--- src/rtl/csr_access_unit.sv ---
// Initiator side of the Zicsr read/write port: one read phase, an optional
// write phase, then the old CSR value is returned for rd writeback.
module csr_access_unit #(
  parameter bit RO_CHECK = 1'b1,
  parameter int XLEN     = 32
) (
  input  logic            clk,
  input  logic            rst_n,
  input  logic            req_valid,
  output logic            req_ready,
  input  logic [2:0]      req_funct3,
  input  logic [11:0]     req_addr,
  input  logic [XLEN-1:0] req_rs1_data,
  input  logic [4:0]      req_uimm,
  input  logic            req_rd_is_x0,
  input  logic            flush,
  output logic            csr_rd_en,
  output logic            csr_explicit_rd,
  output logic            csr_wr_en,
  output logic [11:0]     csr_addr,
  output logic [XLEN-1:0] csr_wr_data,
  input  logic [XLEN-1:0] csr_rd_data,
  input  logic            csr_illegal,
  output logic            busy,
  output logic            done,
  output logic            rd_we,
  output logic [XLEN-1:0] rd_result,
  output logic            illegal_inst
);

  typedef enum logic [1:0] {S_IDLE, S_READ, S_WRITE, S_DONE} state_t;

  state_t          state_q, state_d;
  logic [1:0]      op_q, op_d;
  logic [11:0]     addr_q, addr_d;
  logic [XLEN-1:0] opnd_q, opnd_d;
  logic            rdx0_q, rdx0_d;
  logic [XLEN-1:0] old_q, old_d;
  logic            ill_q, ill_d;

  logic            wr_intent;
  logic            ro_hit;
  logic [XLEN-1:0] wr_src;

  // op encoding is funct3[1:0]: 01 = write, 10 = set, 11 = clear
  function automatic logic [XLEN-1:0] csr_wdata(input logic [1:0] op,
                                                input logic [XLEN-1:0] src,
                                                input logic [XLEN-1:0] opnd);
    case (op)
      2'b01:   csr_wdata = opnd;
      2'b10:   csr_wdata = src | opnd;
      default: csr_wdata = src & ~opnd;
    endcase
  endfunction

  assign wr_intent = (op_q == 2'b01) || (opnd_q != '0);
  assign ro_hit    = RO_CHECK && (addr_q[11:10] == 2'b11) && wr_intent;

  always_comb begin
    state_d = state_q;
    op_d    = op_q;
    addr_d  = addr_q;
    opnd_d  = opnd_q;
    rdx0_d  = rdx0_q;
    old_d   = old_q;
    ill_d   = 1'b0;
    case (state_q)
      S_IDLE: begin
        if (req_valid && !flush) begin
          op_d   = req_funct3[1:0];
          addr_d = req_addr;
          opnd_d = req_funct3[2] ? {{(XLEN-5){1'b0}}, req_uimm} : req_rs1_data;
          rdx0_d = req_rd_is_x0;
          if (req_funct3[1:0] == 2'b00) ill_d = 1'b1;
          else                          state_d = S_READ;
        end
      end
      S_READ: begin
        old_d = csr_rd_data;
        if (csr_illegal || ro_hit) begin
          state_d = S_IDLE;
          ill_d   = 1'b1;
        end else begin
          state_d = wr_intent ? S_WRITE : S_DONE;
        end
      end
      S_WRITE: state_d = S_DONE;
      S_DONE:  state_d = S_IDLE;
      default: state_d = S_IDLE;
    endcase
    // A kill overrides every transition and drops any pending trap pulse.
    if (flush) begin
      state_d = S_IDLE;
      ill_d   = 1'b0;
    end
  end

  always_ff @(posedge clk or negedge rst_n) begin
    if (!rst_n) begin
      state_q <= S_IDLE;
      op_q    <= '0;
      addr_q  <= '0;
      opnd_q  <= '0;
      rdx0_q  <= 1'b0;
      old_q   <= '0;
      ill_q   <= 1'b0;
    end else begin
      state_q <= state_d;
      op_q    <= op_d;
      addr_q  <= addr_d;
      opnd_q  <= opnd_d;
      rdx0_q  <= rdx0_d;
      old_q   <= old_d;
      ill_q   <= ill_d;
    end
  end

  // In READ the old value is still on the bus; from WRITE on it is captured.
  assign wr_src = (state_q == S_READ) ? csr_rd_data : old_q;

  always_comb begin
    req_ready       = (state_q == S_IDLE);
    busy            = (state_q != S_IDLE);
    csr_rd_en       = (state_q == S_READ);
    csr_explicit_rd = (state_q == S_READ) && !rdx0_q;
    csr_wr_en       = (state_q == S_WRITE);
    csr_addr        = '0;
    csr_wr_data     = '0;
    if (state_q == S_READ || state_q == S_WRITE) begin
      csr_addr    = addr_q;
      csr_wr_data = csr_wdata(op_q, wr_src, opnd_q);
    end
    done         = (state_q == S_DONE) && !flush;
    rd_we        = (state_q == S_DONE) && !flush && !rdx0_q;
    rd_result    = (state_q == S_DONE) ? old_q : '0;
    illegal_inst = ill_q && !flush;
  end

endmodule

--- config.mk ---
export PLATFORM = sky130hd
export DESIGN_NAME = csr_access_unit
export DESIGN_NICKNAME = d
export VERILOG_FILES = /design/src/rtl/csr_access_unit.sv
export SDC_FILE = /design/constraint.sdc
export NUM_CORES = 1
export LEC_CHECK = 0
export CAP_MARGIN = 30
export CORE_UTILIZATION = 38
export DETAILED_ROUTE_END_ITERATION = 10
export PLACE_DENSITY = 0.71
export SYNTH_ARGS = -nofsm -noshare
export SYNTH_HDL_FRONTEND = slang
export SYNTH_SLANG_ARGS = --single-unit
--- constraint.sdc ---
create_clock -name clk -period 2.9 [get_ports clk]
set_input_delay 0.58 -clock clk [delete_from_list [all_inputs] [get_ports clk]]
set_output_delay 0.58 -clock clk [all_outputs]
set_load 0.01 [all_outputs]
==> impl_metrics.yaml, run 1 <==
placement:
  dp_hpwl_um: 8947
  place_inst: 749
  placed_area_um2: 6440
  dp_worst_setup_slack_ns: 0.002998
  routabilityCongestion: 0.7531
  io_buffers: 173
worst_setup_path:
  crit_type: "reg2out"
  endpoint_kind: "primary output"
  arrival_ns: 2.23
  start_kind: "flop"
  crit_fanout: 11
  r2r_cells: 6
  cp.required_ns: 2.32
timing:
  holdWs_ns: 0.2605
  min_period_over_period: 0.9680
  finalSetupTns_ns: 0
  setup_violations: 0
  slew_headroom: 0.6007
  max_freq_mhz: 356.2
  hold_viol: 0
  finalCriticalPeriod_ns: 2.807
  drv_slew: 0
  fin_ws_ns: 0.09285
  worstMarginPinSlew_ns: 0.5990
  fin_worst_skew_ns: 0.004816
clock_tree:
  tritoncts: "built"
  h-tree-depth: 3
  cts_hold_buf: 0
  clock_sinks: 82
  clk_pin_slew_worst_paths_ns: 0.06
  insertion_delay_ns: 0.33
  cts_made_buffers: 9
  clockRootBuffer: "clkbuf_16"
  cts_max_path_buffers: 2
global_routing:
  grt_max_degree: 47
  grt_pass1_wl_um: 20180
  grt_overflow_total: 0
  grt_pass1_vias: 3932
  antenna_found_initial: 0
  grt_util_all_layers: 0.2058
power:
  internal_power_mw: 3.302
  ir_worst_vdd_mv: 0.2811
  comb_power_share: 0.408
  clock_power_share: 0.252
  p_sw_frac: 0.3170
  power.leakage_nw: 3.251
  p_per_area_nw_per_um2: 692.2
  p_seq_frac: 0.341
  p_sw_mw: 1.533
finish:
  fin_cells: 771
  diodes: 0
  most-common-layout-cells: "clkdlybuf4s50_1 (155), dfrtp_1 (81), nor2_1 (65)"
  areaGrowthSynthToFinish_pct: 54.88
  final_common_cell: "clkdlybuf4s50_1"
  fin_nets: 721
  drive_above_1_share: 0.1592
  final_area_um2: 6984
job:
  timing.max_cap.violations: 0
yosys:
  ys_warn_count: 0
  synth_edf_count: 0
  synthArstFlopShare: 1.000
  syn_nets: 539
  seq_area_frac_synth: 0.4550
  syn-mean-instance-area_um2: 10.20
  synthFlopType: "dfrtp_1"
  mappedNetlistArea_um2: 4509
  ys_ff_latch: 82
  ys_types: 36
  syn_inst: 442
route:
  drt_iter0_markers: 132
  viasPerCell: 5.003
  num_vias: 3857
  first_pass_iters: 4
  wl_um: 12390
  wl_per_cell_um: 16.07
  ant_nets: 0
  drc: 0
die:
  rows: 39
  dieArea_um2: 12310
  coreArea_um2: 11470
  die-width_um: 110.9
  initial_utilization: 0.3932
  ios: 174
  die_y_um: 110.9
outcome:
  outcome: "complete, no violations"
worst_hold_path:
  min_path_type: "in2async"
[cell usage after synthesis (all sizes together), types with 2 or more instances]
library cell	number	share of area
dfrtp	82	0.46
nor2	66	0.055
mux2	47	0.15
and2	44	0.061
o21ai	34	0.038
nand2	33	0.027
a22oi	32	0.058
nand2b	28	0.039
buf	16	0.026
clkbuf	12	0.011
ha	7	0.019
nor4	7	0.0097
inv	6	0.0050
nor2b	6	0.0083
mux2i	5	0.011
a21o	2	0.0033
a21oi	2	0.0022
nand4	2	0.0028
nor3	2	0.0033
[worst paths after layout]
path	startpoint	to	slack, ns
setup / recovery	state_q[1]$_DFFE_PN0P_	csr_wr_data[0]	0.09
hold / removal	rst_n	old_q[26]$_DFF_PN0_	0.26
setup reg to reg	state_q[0]$_DFFE_PN0P_	opnd_q[15]$_DFFE_PN0P_	0.93
hold reg to reg	addr_q[2]$_DFFE_PN0P_	addr_q[2]$_DFFE_PN0P_	0.50
max in group asynchronous	rst_n	state_q[0]$_DFFE_PN0P_	1.92
min in group clk	addr_q[2]$_DFFE_PN0P_	addr_q[2]$_DFFE_PN0P_	0.50
[area by class of cell]
class,count,area (um^2)
fillers,967,4483
flip-flops and latches,82,2053
repair buffers,199,2071
clock inverters,1,30.03
clock buffers,14,294.0
well taps,143,178.9
multi-input cells,326,2335
inverters,6,22.52
[state kept, by name, summed over array words and instances (netlist names)]
name and count:
op_q 2, opnd_q 32, old_q 32, ill_q 1, rdx0_q 1, state_q 2, addr_q 12
[routing by layer]
layer  share of wire  vias to the layer above  track usage
met5               0                        -            0
met4          0.0086                        0      0.04800
met3           0.048                       10      0.03554
met2            0.50                      123       0.3553
met1            0.45                     1848       0.2682
li1                -                     1876            -
[logic make-up after synthesis]
group	synth area share
AO/OA/AOI/OAI	0.1113
buffers and inverters	0.04134
adder cells (fa/ha/maj)	0.01942
AND/OR/NAND/NOR	0.2161
multiplexers	0.1568
flip-flops	0.4551
[worst max-delay path, stage by stage (launching register included)]
cell,delay [ns]
dfrtp_1,0.39
inv_2,0.08
ha_4,0.15
buf_12,0.11
buf_12,0.13
mux2_2,0.36
a22oi_2,0.13
nor2_1,0.07
clkdlybuf4s50_1,0.47
[power by group through the flow]
stage | clock network, mW | registers (mW) | logic (mW)
floorplan | 0 | 1.60 | 1.13
global placement | 0 | 1.65 | 1.81
detailed placement | 0 | 1.66 | 1.83
CTS | 1.24 | 1.65 | 1.95
global route | 1.30 | 1.69 | 2.15
finish | 1.22 | 1.65 | 1.97
[metrics by stage]
step | util | total power, mW
after global routing | 0.6091 | 5.141
after floorplan | - | 2.726
final | 0.6091 | 4.835
after CTS | 0.5991 | 4.832
after global placement | 0.5616 | 3.455
after detailed placement | 0.5616 | 3.496
[what timing repair did]
| item | CTS | global route |
|---|---|---|
| hold endpoints to repair | 0 | 0 |
| gates resized for setup | 12 | 22 |
| cloned | 1 | 0 |
| setup buffers | 3 | 3 |
| pin swaps | 1 | 0 |
| endpoints found under the setup margin | 32 | 31 |
Note: power is estimated with default switching activity, not from simulation.
==> run 2, diff against run 1 <==
--- a/config.mk
+++ b/config.mk
@@ -8,6 +8,7 @@
 export CAP_MARGIN = 30
 export CORE_UTILIZATION = 38
 export DETAILED_ROUTE_END_ITERATION = 10
+export MAX_ROUTING_LAYER = met4
 export PLACE_DENSITY = 0.71
 export SYNTH_ARGS = -nofsm -noshare
 export SYNTH_HDL_FRONTEND = slang
==> run 2 against run 1 <==
- worst setup slack worse by 0.0010 ns
- combinational power hardly changed
- register-to-register slack hardly changed
- clock skew is 0.00075 ns lower
- clock power is essentially flat
- first-iteration DRC count shrank 0.76%
- routed wire length down 0.48%
- cell area is the same
- flip-flop and latch count is the same
- global-route usage grew 0.59 points
- via count barely moved
- critical path depth unchanged
- critical path type unchanged
- critical endpoint unchanged
==> impl_metrics.yaml, run 2 (synthesis results as in run 1) <==
placement:
  routabilityCongestion: 0.7629
  io_buffers: 173
  placed_area_um2: 6440
  dp_hpwl_um: 8947
route:
  ant_nets: 0
  viasPerCell: 5.004
  wl_um: 12330
  drc: 0
  first_pass_iters: 4
  wl_per_cell_um: 15.99
  drt_iter0_markers: 131
  num_vias: 3858
die:
  coreArea_um2: 11470
  ios: 174
  initial_utilization: 0.3932
  die_y_um: 110.9
  rows: 39
  die-width_um: 110.9
  dieArea_um2: 12310
worst_setup_path:
  cp_common_cell: "buf_12"
  cp_slowest_cell: "clkdlybuf4s50_1"
  endpoint_kind: "primary output"
  cp.required_ns: 2.32
  crit_type: "reg2out"
  crit_fanout: 11
  path_cells: "inv_2 -> ha_4 -> buf_12 -> buf_12 -> mux2_2 -> a22oi_2 -> nor2_1 -> clkdlybuf4s50_1"
  arrival_ns: 2.23
  start_kind: "flop"
  r2r_slack_ns: 0.92
  critPathMaxStageDelay_ns: 0.47
clock_tree:
  cts_max_path_buffers: 2
  clockRootBuffer: "clkbuf_16"
  cts_made_buffers: 9
  tritoncts: "built"
  h-tree-depth: 3
  clk_pin_slew_worst_paths_ns: 0.06
  insertion_delay_ns: 0.33
  clock_sinks: 82
finish:
  fillers: 967
  fin_nets: 721
  most-common-layout-cells: "clkdlybuf4s50_1 (155), dfrtp_1 (81), nor2_1 (65)"
  areaGrowthSynthToFinish_pct: 54.88
  drive_above_1_share: 0.1592
  multi_input_comb_area_um2: 2335
  utilization: 0.6091
  final_area_um2: 6984
  diodes: 0
  final_common_cell: "clkdlybuf4s50_1"
  regArea_um2: 2053
  reg.largest.list: "old_q x32, opnd_q x32, addr_q x12"
timing:
  max_freq_mhz: 356.1
  finalCriticalPeriod_ns: 2.808
  fin_worst_skew_ns: 0.004071
  setup_violations: 0
  drv_slew: 0
  hold_viol: 0
  slew_headroom: 0.6025
  worstMarginPinSlew_ns: 0.5962
  min_period_over_period: 0.9683
global_routing:
  grt_util_all_layers: 0.2117
  grt_pass1_vias: 3939
  grt_max_degree: 47
  grt_overflow_total: 0
  antenna_found_initial: 0
  grt_pass1_wl_um: 20160
worst_hold_path:
  min_path_type: "in2async"
power:
  ir_worst_vdd_mv: 0.2815
  p_per_area_nw_per_um2: 691.4
  power.leakage_nw: 3.251
outcome:
  outcome: "complete, no violations"
job:
  timing.max_cap.violations: 0
==> run 2: worst max-delay path: cells and delay by family (launching register included) <==
kind / cells / cell delay [ns]
buffers and inverters: 4 / 0.79
adders and majority gates: 1 / 0.15
and+or+nand+nor: 1 / 0.07
DFF: 1 / 0.39
AOI/OAI and AO/OA: 1 / 0.13
muxes: 1 / 0.36
==> run 2: area by class of cell <==
cell class	count	area share
clock buffers	14	0.04210
clock inverters	1	0.004300
inverters	6	0.003225
multi-input cells	326	0.3343
flip-flops and latches	82	0.2940
well taps	143	0.02562
repair buffers	199	0.2965
==> run 2: final timing paths <==
check / start / endpoint / depth (start not counted)
max: state_q[1]$_DFFE_PN0P_ / csr_wr_data[0] / 8
min: rst_n / old_q[26]$_DFF_PN0_ / 1
max reg2reg: state_q[0]$_DFFE_PN0P_ / opnd_q[15]$_DFFE_PN0P_ / 6
min reg2reg: addr_q[2]$_DFFE_PN0P_ / addr_q[2]$_DFFE_PN0P_ / 1
max in group asynchronous: rst_n / state_q[0]$_DFFE_PN0P_ / 2
min in group clk: addr_q[2]$_DFFE_PN0P_ / addr_q[2]$_DFFE_PN0P_ / 1
==> run 2: routing by layer <==
layer  vias up  part of all wire  GRT usage
met3        10             0.048    0.03116
met2       135              0.50     0.3561
met1      1836              0.45     0.2699
met5         -                 0          -
met4         0            0.0081    0.04800
li1       1877                 -          -
==> run 2: timing repair <==
action | 4_1_cts | 5_1_grt
endpoints found under the setup margin | 32 | 31
hold buffers | 0 | 0
gates cloned | 1 | 0
pin swaps | 1 | 0
setup buffers | 3 | 3
endpoints found under the hold margin | 0 | 0
gates resized for setup | 12 | 22
==> run 2: metrics by stage <==
step                setup TNS (ns)  hold slack (ns)  setup WS (ns)  std cells  power (mW)
floorplan                        0           0.2844         0.7527        442       2.726
global placement                 0           0.4742        0.05164        749       3.455
detailed placement               0           0.4768       0.002998        749       3.496
CTS                       -0.08491           0.2777       -0.01604        768       4.832
global route            -0.0007105           0.3112     -0.0007105        771       5.139
finish                           0           0.2599        0.09180        771       4.829
==> run 2: power by group <==
group          total (mW)  switching, mW  internal (mW)
combinational        1.97          0.884           1.08
clock                1.21          0.435          0.780
sequential           1.65          0.207           1.44
total                4.83           1.53           3.30
